--- src/rtl/fp_fetch_pkg.sv ---
// fp_fetch_pkg: shared FSM state encoding and operand address offsets for the FP operand fetch path
package fp_fetch_pkg;
  typedef enum logic [2:0] {
    IDLE     = 3'd0,
    FETCH_A  = 3'd1,
    FETCH_B  = 3'd2,
    CAP_B    = 3'd3,
    ISSUE    = 3'd4,
    WAIT_RES = 3'd5
  } state_t;
  localparam int unsigned A_OFS = 0;
  localparam int unsigned B_OFS = 1;
endpackage

--- src/rtl/en_sync_edge.sv ---
// en_sync_edge: two-flop synchronizer plus rising-edge detector for an asynchronous level input
// Ports: clk, rst (async, active-high), en (async level), sync (synchronized level), rise (one-cycle edge pulse)
module en_sync_edge (
  input  logic clk,
  input  logic rst,
  input  logic en,
  output logic sync,
  output logic rise
);
  logic s1, s2, s3;
  always_ff @(posedge clk or posedge rst)
    if (rst) {s1, s2, s3} <= 3'b000;
    else {s1, s2, s3} <= {en, s1, s2};
  assign sync = s2;
  assign rise = s2 & ~s3;
endmodule

--- src/rtl/fp_operand_fetch.sv ---
// fp_operand_fetch: per-press operand pair fetch from sync memory, valid/ready issue to the FP adder, result capture
// Ports: clk, rst (async, active-high), en (async request), mem_addr/mem_rd/mem_data (operand memory, 1-cycle read),
//        op_a/op_b/op_valid/op_ready (adder operand handshake), res_valid/res_data (adder result strobe),
//        result (last captured result), entry_idx (current/next entry), busy (not IDLE), done_pulse (last entry captured)
// Build option: FP_FETCH_AUTO_RUN_EN keeps fetching the next entry while the synchronized en stays high.
module fp_operand_fetch
  import fp_fetch_pkg::*;
#(
  parameter int NUM    = 10,
  parameter int DATA_W = 32,
  parameter int ADDR_W = 5,
  parameter int IDX_W  = 4
) (
  input  logic              clk,
  input  logic              rst,
  input  logic              en,
  output logic [ADDR_W-1:0] mem_addr,
  output logic              mem_rd,
  input  logic [DATA_W-1:0] mem_data,
  output logic [DATA_W-1:0] op_a,
  output logic [DATA_W-1:0] op_b,
  output logic              op_valid,
  input  logic              op_ready,
  input  logic              res_valid,
  input  logic [DATA_W-1:0] res_data,
  output logic [DATA_W-1:0] result,
  output logic [IDX_W-1:0]  entry_idx,
  output logic              busy,
  output logic              done_pulse
);
`ifdef FP_FETCH_AUTO_RUN_EN
  localparam bit AUTO = 1'b1;
`else
  localparam bit AUTO = 1'b0;
`endif
  state_t state, nxt;
  logic s2, rise, cap, last;
  logic [IDX_W-1:0] idx;
  logic [ADDR_W-1:0] base;
  en_sync_edge u_sync (
    .clk  (clk),
    .rst  (rst),
    .en   (en),
    .sync (s2),
    .rise (rise)
  );
  assign base = ADDR_W'({idx, 1'b0});
  assign last = idx == IDX_W'(NUM - 1);
  assign cap = state == WAIT_RES && res_valid;
  assign op_valid = state == ISSUE;
  assign busy = state != IDLE;
  assign entry_idx = idx;
  always_comb begin
    mem_rd = state == FETCH_A || state == FETCH_B;
    mem_addr = state == FETCH_A ? base + ADDR_W'(A_OFS) : state == FETCH_B ? base + ADDR_W'(B_OFS) : '0;
    nxt = state;
    case (state)
      IDLE:     nxt = rise ? FETCH_A : IDLE;
      FETCH_A:  nxt = FETCH_B;
      FETCH_B:  nxt = CAP_B;
      CAP_B:    nxt = ISSUE;
      ISSUE:    nxt = op_ready ? WAIT_RES : ISSUE;
      WAIT_RES: nxt = !res_valid ? WAIT_RES : (AUTO && s2) ? FETCH_A : IDLE;
      default:  nxt = IDLE;
    endcase
  end
  always_ff @(posedge clk or posedge rst)
    if (rst) begin
      state <= IDLE;
      idx <= '0;
      op_a <= '0;
      op_b <= '0;
      result <= '0;
      done_pulse <= 1'b0;
    end else begin
      state <= nxt;
      done_pulse <= cap && last;
      if (state == FETCH_B) op_a <= mem_data;
      if (state == CAP_B) op_b <= mem_data;
      if (cap) begin
        result <= res_data;
        idx <= last ? '0 : idx + IDX_W'(1);
      end
    end
endmodule

--- config.mk ---
export PLATFORM = sky130hd
export DESIGN_NAME = fp_operand_fetch
export DESIGN_NICKNAME = d
export VERILOG_FILES = /design/src/rtl/fp_fetch_pkg.sv /design/src/rtl/en_sync_edge.sv /design/src/rtl/fp_operand_fetch.sv
export SDC_FILE = /design/constraint.sdc
export NUM_CORES = 1
export LEC_CHECK = 0
export ABC_CLOCK_PERIOD_IN_PS = 3100
export CAP_MARGIN = 20
export CORE_MARGIN = 2
export CORE_UTILIZATION = 38
export DETAILED_ROUTE_END_ITERATION = 10
export PLACE_DENSITY = 0.76
export SLEW_MARGIN = 20
export SYNTH_ARGS = -nofsm -noshare
export SYNTH_HDL_FRONTEND = slang
export SYNTH_SLANG_ARGS = --single-unit
--- constraint.sdc ---
create_clock -name clk -period 3.1 [get_ports clk]
set_input_delay 0.31 -clock clk [delete_from_list [all_inputs] [get_ports clk]]
set_output_delay 0.31 -clock clk [all_outputs]
set_load 0.02 [all_outputs]
==> Word level (Yosys, flattened, before mapping) <==
Index checks and enable logic that the tools add are counted.
{ "totals": {"register_bits": 107, "in_bits": 69, "output_inout_bits": 109, "wordCells": 31} }
{ "op_classes": {"addsub": 2, "eq_ne": 6, "n_mux": 7, "n_bitwise": 2, "reduce_logical": 5} }
{ "op_table": {"columns": ["op", "n"], "rows": [
  ["one-hot mux 3 bit (6 select lines)", 1],
  ["two-way mux 5 bit", 2],
  ["== test 3 x 2 -> 1 bit, second input constant", 2],
  ["== test 3 bit, second input constant", 2],
  ["adder 5 x 1 -> 5 bit, second input constant", 1],
  ["adder 4 x 1 -> 4 bit, second input constant", 1],
  ["== test 4 bit, second input constant", 1],
  ["two-way mux 4 bit", 1],
  ["== test 3 x 1 -> 1 bit, second input constant", 1],
  ["zero test 3 bit", 1],
  ["two-way mux 3 bit", 1],
  ["nonzero test 3 bit", 1],
  ["logical AND 1 bit", 2],
  ["two-way mux 1 bit", 2],
  ["bitwise AND 1 bit", 1],
  ["logical OR 1 bit", 1],
  ["inverter 1 bit", 1]
]} }

==> Logic depth before layout (Yosys ltp) <==
Gate-level depths: netlist of the first run.
{ "logic_depth": {"word_depth": 4, "mapped_depth": 6, "ltp_nobuf": 3} }

==> By module <==
From an unflattened synthesis of the first run, not the netlist that was laid out.
{ "unflattened": {"hier_cells": 319, "area_unflattened_um2": 4130.2} }
{ "by_module_without_submodules": {"columns": ["module", "n_inst", "cells_each", "area_per_inst_um2", "seq_area_each_um2"], "rows": [
  ["fp_operand_fetch", 1, 314, 4037.6, 2602.5],
  ["en_sync_edge", 1, 5, 92.6, 75.1]
]} }

==> Worst setup path after synthesis of the first run <==
No wires, ideal clock.
{ "synth_timing": {"kind": "register -> output", "from": "reg state[0]", "to": "out mem_addr[1]", "arrival_ps": 1301, "required_ps": 2790, "slack_ps": 1489, "stages_incl_launch_ff": 5, "path_buffers": 1, "cell_sequence": "dfrtp_1 -> buf_6 -> xnor2_1 -> nor2_1 -> and2_1"} }
{ "synth_via": {"elab_chain_cells": 3, "elab_cells_between_ends": 4, "classes_between": "2 x eq/ne; 2 x mux"} }
{ "synth_lines": {"columns": ["element", "line", "text"], "rows": [
  ["start: declaration", "fp_operand_fetch.sv:36", "state_t state, nxt;"],
  ["start signal: assignment", "fp_operand_fetch.sv:76", "state <= nxt;"],
  ["== test 3 x 2 -> 1 bit", "fp_operand_fetch.sv:55", "mem_addr = state == FETCH_A ? base + ADDR_W'(A_OFS) : state == FETCH_B ? base + ADDR_W'(B_OFS) : '0;"],
  ["two-way mux 5 bit", "fp_operand_fetch.sv:55", null],
  ["two-way mux 5 bit *", "fp_operand_fetch.sv:55", null],
  ["end: declaration", "fp_operand_fetch.sv:17", "output logic [ADDR_W-1:0] mem_addr,"]
]} }
Every way passes the cells marked *; elsewhere a longest branch is shown, timed or not.

==> Worst setup path in the final report of the first run <==
Ends and elaborated chain as after synthesis.

==> flow_metrics.tcl, run 1 <==
set metrics [dict create \
    status "complete, no violations" \
    antenna_found_initial 0 \
    drive_above_1_share_pct 13.1 \
    start_util_pct 38.5 \
    regArea_mm2 0.00268 \
    synthFlopType "dfrtp_1" \
    drtPass1Iterations 4 \
    drc 0 \
    post_cts_resized 0 \
    synth_cell_types 28 \
    tightest_slew_ps 656 \
    cp_num_buf_inv 1 \
    ys_warn_count 0 \
    synth_edf_count 0 \
    syn_avg_cell_area_um2 13.0 \
    numClockSinks 107 \
    hold_path_end "u_sync.sync" \
    path_class "reg -> out" \
    total_power_uw 6950 \
    powerDensity_mw_per_mm2 1120 \
    worst_ep_required_time_ps 2790 \
    wl_per_cell_um 14.9 \
    hold_buffers 0 \
    antenna_left 0 \
    relSlewSlack_pct 56.2 \
    crit_path_end_kind "output port" \
    min_from "u_sync.s1" \
    report.final.slew_viol_count 0 \
    arrival_ps 2150 \
    p_leak_uw 0.00274 \
    num_rows 38 \
    synth_top_cell_area_share_pct 65.0 \
    antenna_cells 0 \
    setup_tns_ps 0 \
    max-vdd-ir-drop_v 0.000605 \
    drv_cap 0 \
    holdPathStages 0 \
    hold_violations 0 \
    drt_iter0_drc 96 \
    vias_per_cell 4.67 \
    syn_inst 318 \
    hp-class "reg -> reg" \
    fin_nets 563 \
    grt_pass1_wl_um 14800 \
    stdcell_area_mm2 0.00621 \
    dieHeight_um 108 \
    post_cts_buffers 0 \
    dpl.hpwl_um 6790 \
    grt_max_degree 108 \
    multiInputGateArea_mm2 0.00133 \
    reg2reg_from "state[0]" \
    die_x_um 108 \
    skew_ps 11.7 \
    clk_path_buf_depth 2 \
    synthTopCellsByCount "dfrtp_1, nand2_1, mux2_2" \
    period_needed_ps 2460 \
    path_cells "xnor2_1 -> nor2_1 -> and2_1 -> clkdlybuf4s50_1" \
    finalWeightedCongestion 0.702 \
    track_usage_pct 16.4 \
    startpoint_type "flip-flop" \
    reg2regPathDepth 3 \
    pin_count 178 \
    critPathMaxStageDelay_ps 620 \
    async_flop_share_pct 100 \
    max_freq_mhz 407 \
    synth_top_cell_by_area "dfrtp_1" \
    synthTopCellsByArea "dfrtp_1, mux2_2, nand2_1, mux2_1, buf_6" \
    cts_buffers 9 \
    cts_tree "yes" \
    core_area_mm2 0.0107 \
    vias 2981 \
    placed_area_mm2 0.00601 \
    die_area_mm2 0.0117 \
    slowest_stage "dfrtp_1" \
    r2r_setup_slack_ps 1160 \
    area_delta_synth_final_pct 50.8 \
    synth_most_common_cell "dfrtp_1" \
    syn_area_mm2 0.00412 \
    crit_family "flip-flops" \
    ctsHtreeMaxLevel 3 \
    synth_nets 387 \
    r2r_end "entry_idx[3]" \
    io_buffer_count 177 \
    clockRootBuffer "clkbuf_8" \
    path_clk_slew_ps 90 \
    gr-total-overflow 0 \
    totalWireLength_um 9530 \
    nFillCells 890 \
    critPathMaxFanout 10 \
    min_period_over_period_pct 79.2 \
    grt_pass1_vias 3062 \
    clkLatencyLatePin_ps 350 \
    rsz0062_at_grt "false" \
    setup_violations 0 \
    yosysSeqAreaShare_pct 65.0 \
    synth-seq-cells 107 \
]
## through the flow
step                hold WS [ps]  utilization, %  cells  setup WS (ps)
global placement             335            56.2    623           1040
finish                       360            58.1    638            643
CTS                          362            58.1    638            628
global route                 364            58.1    638            503
detailed placement           342            56.2    623           1020
floorplan                    331               -    318           1490
## registers in the layout, indices dropped and copies added (netlist names)
name,count
done_pulse,1
entry_idx,4
op_a,32
op_b,32
result,32
state,3
u_sync.s1,1
u_sync.s3,1
u_sync.sync,1
## power by group
group | leakage, µW | total (µW) | internal [µW] | switching [µW]
registers | 0.00129 | 2490 | 2070 | 418
logic | 0.00135 | 3560 | 1850 | 1710
clock network | 0.0000996 | 898 | 453 | 444
## final cells by class
| cell class | count | share of cell area [%] |
|---|---|---|
| Sequential cell | 107 | 43.1 |
| Timing Repair Buffer | 181 | 29.2 |
| Multi-Input combinational cell | 192 | 21.3 |
| Tap cell | 140 | 2.82 |
| Clock buffer | 11 | 2.11 |
| Clock inverter | 4 | 1.23 |
| Inverter | 3 | 0.242 |
## layout by cell type, fill, tap and decap left out, types with 3 or more instances in the layout
cell,Yosys,routed
clkdlybuf4s50_1,0,177
dfrtp_1,107,107
nand2_1,98,98
mux2_2,44,44
mux2_1,21,21
clkbuf_8,0,9
nor2_1,5,5
and2_1,5,5
buf_4,2,3
## kinds of logic (layout without fill, tap and decap cells)
group,Yosys count,in the layout,share of synthesized area (%)
buffers and inverters,19,199,2.85
flip-flops,107,107,65.0
AO/OA/AOI/OAI,4,4,0.698
AND/OR/NAND/NOR,119,119,12.8
multiplexers,66,66,18.0
XOR/XNOR,3,3,0.638
## worst max path at each step
stage               from           end  cells after the start
5_1_grt         state[0]   mem_addr[4]                      4
2_1_floorplan   state[0]   mem_addr[1]                      4
3_5_place_dp   res_valid  entry_idx[3]                      4
4_1_cts         state[0]   mem_addr[1]                      4
6_report        state[0]   mem_addr[1]                      4
3_3_place_gp   res_valid  entry_idx[3]                      4
## per-layer routing
layer,track usage (%),share of wire (%)
met3,4.88,8.5
met5,0,0
met2,27.9,50
met4,5.22,1.2
met1,20.0,41
Power figures use the tool's default switching activity.
==> run 2, diff against run 1 <==
Settings changed: ABC_CLOCK_PERIOD_IN_PS 3100 to 2100.
Clock period 3.1 ns to 2.1 ns, I/O delays scaled along.
==> run 2 against run 1 <==
Cell area up 0.81%; final cell count grew 0.63%; first-iteration DRC count rose by 20%; combinational power grew 47%; sequential share of layout area fell by 0.30 points; core utilization grew 0.47 points; clock power grew 58%; sequential cell count is the same; die area unchanged.
==> flow_metrics.tcl, run 2 (same netlist as run 1, synthesis figures left out) <==
set metrics [dict create \
    status "complete, no violations" \
    clkLatencyLatePin_ps 360 \
    reg2regPathDepth 4 \
    antenna_left 0 \
    max_freq_mhz 538 \
    dpl.hpwl_um 6580 \
    total_power_uw 10300 \
    holdPathStages 1 \
    p_leak_uw 0.00282 \
    power_frac_comb_pct 50.9 \
    numClockSinks 107 \
    die_area_mm2 0.0117 \
    report.final.slew_viol_count 0 \
    path_clk_slew_ps 90 \
    hold_path_end "u_sync.s1" \
    hold_violations 0 \
    critPathMaxFanout 8 \
    pin_count 178 \
    r2r_setup_slack_ps 420 \
    track_usage_pct 15.8 \
    crit_family "flip-flops" \
    swShare_pct 37.0 \
    setup_tns_ps 0 \
    vias_per_cell 4.63 \
    grt_pass1_wl_um 14400 \
    die_x_um 108 \
    skew_ps 13.4 \
    vias 2970 \
    crit_path_end_kind "output port" \
    drv_cap 0 \
    setup_violations 0 \
    start_util_pct 38.5 \
    p_sw_uw 3810 \
    hp-class "in -> reg" \
    gr-total-overflow 0 \
    powerDensity_mw_per_mm2 1640 \
    arrival_ps 1650 \
    grt_max_degree 108 \
    cp_num_buf_inv 1 \
    intPower_uw 6490 \
    totalWireLength_um 9130 \
    reg2reg_from "state[0]" \
    path_class "reg -> out" \
    path_cells "xnor2_1 -> nor2_2 -> and2_1 -> dlygate4sd2_1" \
    p_clk_share_pct 13.8 \
    r2r_end "op_a[27]" \
    relSlewSlack_pct 62.4 \
    drive_above_1_share_pct 14.7 \
    cts_tree "yes" \
    wl_per_cell_um 14.2 \
    pwr-share-seq_pct 35.3 \
    critPathMaxStageDelay_ps 480 \
    final_common_cell "clkdlybuf4s50_1" \
    worst_ep_required_time_ps 1890 \
    area_delta_synth_final_pct 52.0 \
    drt_iter0_drc 115 \
    ctsHtreeMaxLevel 3 \
    slowest_stage "dfrtp_2" \
    period_needed_ps 1860 \
    grt_pass1_vias 2938 \
    drc 0 \
    drtPass1Iterations 4 \
    clockRootBuffer "clkbuf_8" \
    fin_nets 566 \
    finalWeightedCongestion 0.695 \
    num_rows 38 \
    tightest_slew_ps 564 \
    max-vdd-ir-drop_v 0.000732 \
    dieHeight_um 108 \
    antenna_cells 0 \
    startpoint_type "flip-flop" \
    rsz0062_at_grt "false" \
    clk_path_buf_depth 2 \
    min_from "en" \
    min_period_over_period_pct 88.5 \
    io_buffer_count 177 \
    core_area_mm2 0.0107 \
    top_regs "op_a (32), op_b (32), result (32)" \
    mostFrequentLayoutCells "clkdlybuf4s50_1, dfrtp_1, nand2_1" \
    cts_buffers 9 \
    antenna_found_initial 0 \
]
-- run 2: changes by cell type in the layout (fill, tap and decap cells not counted), sizes merged --
cell / previous run / this run
clkinv: 1 / 2
clkdlybuf4s50: 177 / 169
dlygate4sd2: 0 / 6
buf: 4 / 7
clkbuf: 11 / 10
inv: 2 / 4
dlymetal6s2s: 0 / 2
clkinvlp: 2 / 1
-- run 2: per-layer routing --
layer	global-route usage [%]	share of wire, %	vias to the layer above	wire length [µm]
met5	0	0	-	0
met4	3.85	0.72	0	66
met3	6.57	9.2	8	840
met2	25.5	48	114	4420
met1	19.9	42	1449	3800
li1	-	-	1399	-
-- run 2: worst max path at each step --
| stage | cells past startpoint | slack [ps] | start | endpoint |
|---|---|---|---|---|
| 2_1_floorplan | 4 | 590 | state[0] | mem_addr[1] |
| 3_3_place_gp | 4 | 300 | state[1] | mem_addr[4] |
| 5_1_grt | 4 | 100 | state[1] | mem_addr[2] |
| 3_5_place_dp | 4 | 230 | state[1] | mem_addr[1] |
| 4_1_cts | 3 | 30 | state[2] | op_valid |
| 6_report | 4 | 240 | state[1] | mem_addr[1] |
-- run 2: power by group through the flow --
| stage | clock network, µW | registers [µW] | logic, µW |
|---|---|---|---|
| global placement | 0 | 3630 | 5270 |
| floorplan | 0 | 4800 | 1630 |
| CTS | 1470 | 3650 | 5330 |
| global route | 1560 | 3770 | 5580 |
| detailed placement | 0 | 3680 | 5350 |
| finish | 1420 | 3640 | 5240 |
-- run 2: final cells by class --
| cell class | count | area [µm²] |
|---|---|---|
| Fill cell | 886 | 4430 |
| Sequential cell | 107 | 2680 |
| Timing Repair Buffer | 184 | 1830 |
| Multi-Input combinational cell | 192 | 1330 |
| Tap cell | 140 | 175 |
| Clock buffer | 10 | 138 |
| Clock inverter | 6 | 95.1 |
| Inverter | 3 | 15.0 |
-- run 2: stage by stage --
stage | std cells | util (%) | area, µm² | hold WS (ps) | setup WS [ps]
after floorplan | 318 | - | 4120 | 241 | 589
after global placement | 626 | 56.4 | 6030 | 332 | 298
after detailed placement | 626 | 56.4 | 6030 | 340 | 227
after CTS | 642 | 58.5 | 6260 | 278 | 25.6
after global routing | 642 | 58.6 | 6260 | 268 | 99.5
final | 642 | 58.6 | 6260 | 297 | 242
-- run 2: worst reg2reg max path, delay by kind of cell, from the launching register on --
kind / cells / cell delay (ps)
AND/OR/NAND/NOR: 1 / 250
multiplexers: 1 / 390
buffers and inverters: 2 / 520
flip-flops: 1 / 400
-- run 2: repair_timing --
action | CTS | global route
buffers inserted | 0 | 0
setup endpoints to repair | 7 | 2
gates resized for setup | 8 | 3
hold buffers | 0 | 0
==> run 3, diff against run 2 <==
Settings changed: ABC_CLOCK_PERIOD_IN_PS 2100 to not set, CORE_UTILIZATION 38 to 45, DONT_BUFFER_PORTS set to 1, PLACE_DENSITY 0.76 to 0.62.
==> run 3 against run 2 <==
Clock power shrank 18%; sequential power grew 40%; total power shrank 21%; die area shrank 15%.
==> flow_metrics.tcl, run 3 (same netlist as run 1, synthesis figures left out) <==
set metrics [dict create \
    cts_buffers 9 \
    dr.max_layer_used "met4" \
    critPathMaxStageDelay_ps 620 \
    finalWeightedCongestion 0.723 \
    skew_ps 16.8 \
    nFillCells 704 \
    cts_tree "yes" \
    stdcell_count 499 \
    pin_count 178 \
    drt-met1-wl_um 3460 \
    min_period_over_period_pct 92.1 \
    crit_cells 4 \
    wl_met2_um 4190 \
    die_x_um 99.7 \
    crit_path_end_kind "output port" \
    track_usage_pct 17.3 \
    path_clk_slew_ps 100 \
    slowest_stage "dfrtp_1" \
    path_class "reg -> out" \
    io_buffer_count 0 \
    powerDensity_mw_per_mm2 1590 \
    hp-class "in -> reg" \
    die_area_mm2 0.00994 \
    critPathMaxFanout 10 \
    p_leak_uw 0.00235 \
    max_freq_mhz 517 \
    final_util_pct 57.8 \
    clkLatencyLatePin_ps 360 \
    drt_iter0_drc 56 \
    final_common_cell "dfrtp_1" \
    rsz0062_at_grt "false" \
    route.met3.wl_um 745 \
    dpl.hpwl_um 5330 \
    clk_path_buf_depth 2 \
    dp_cells 416 \
    vias 2549 \
    worst_ep_required_time_ps 1890 \
    cp_num_buf_inv 1 \
    status "complete, no violations" \
    clockRootBuffer "clkbuf_8" \
    fin_nets 455 \
    start_util_pct 46.8 \
    vias_per_cell 5.11 \
    drive_above_1_share_pct 17.9 \
    holdPathStages 2 \
    drtPass1Iterations 4 \
    grt_pass1_vias 2759 \
    relSlewSlack_pct 48.7 \
    numClockSinks 107 \
    crit_family "flip-flops" \
    whs_ps 66.6 \
    reg2regPathDepth 2 \
    hold_buffers 66 \
    drv_cap 0 \
    post_cts_resized 0 \
    wl_per_cell_um 17.1 \
    total_power_uw 8110 \
    totalWireLength_um 8540 \
    core_area_mm2 0.00881 \
    top_regs "op_a (32), op_b (32), result (32)" \
    period_needed_ps 1930 \
    tightest_slew_ps 768 \
    report.final.slew_viol_count 0 \
    grt_pass1_wl_um 13500 \
    mostFrequentLayoutCells "dfrtp_1, nand2_1, dlygate4sd3_1" \
    setup_violations 0 \
    antenna_found_initial 0 \
    hold_violations 0 \
    antenna_left 0 \
    gr-total-overflow 0 \
    setup_tns_ps 0 \
    drc 0 \
    area_delta_synth_final_pct 23.6 \
    startpoint_type "flip-flop" \
    dieHeight_um 99.7 \
    ctsHtreeMaxLevel 3 \
    num_rows 34 \
    path_cells "xnor2_1 -> nor2_1 -> buf_4 -> and2_1" \
    post_cts_buffers 0 \
    antenna_cells 0 \
    grt_max_degree 40 \
    arrival_ps 1720 \
    max-vdd-ir-drop_v 0.000712 \
]
## run 3: routing by layer
metal	GRT usage, %	up-vias
met5	0	-
met1	20.1	1239
met3	6.89	14
met4	7.17	0
li1	-	1173
met2	28.7	123
## run 3: worst register-to-register path: cells and delay by family, from the launching register on
kind	cells	cell delay, ps
DFF	1	620
muxes	1	470
and+or+nand+nor	1	470
## run 3: power by group
group / leakage (µW) / total (µW) / switching [µW] / internal, µW
registers: 0.00129 / 5080 / 2030 / 3060
logic: 0.000967 / 1860 / 833 / 1030
clock network: 0.0000933 / 1170 / 695 / 475
total: 0.00235 / 8110 / 3550 / 4560
## run 3: worst paths after layout
check                                    to       from  slack, ps
min in group asynchronous        result[28]        rst        470
worst min register to register  u_sync.sync  u_sync.s1        360
worst max-delay path            mem_addr[1]   state[0]        170
max in group asynchronous          op_b[31]        rst        980
worst min-delay path               state[2]  res_valid         70
worst max register to register     op_b[11]   state[0]        420
## run 3: area by class of cell
cell class | count | area (µm²) | share of cell area (%)
Inverter | 3 | 15.0 | 0.295
Multi-Input combinational cell | 192 | 1330 | 26.0
Tap cell | 108 | 135 | 2.65
Sequential cell | 107 | 2680 | 52.6
Clock inverter | 6 | 47.5 | 0.934
Clock buffer | 10 | 138 | 2.70
Timing Repair Buffer | 73 | 753 | 14.8
## run 3: through the flow
step | instance area, µm² | setup WS (ps)
6_report | 5090 | 166
3_5_place_dp | 4240 | 423
5_1_grt | 5090 | 21.0
3_3_place_gp | 4240 | 465
2_1_floorplan | 4120 | 589
4_1_cts | 5080 | 140
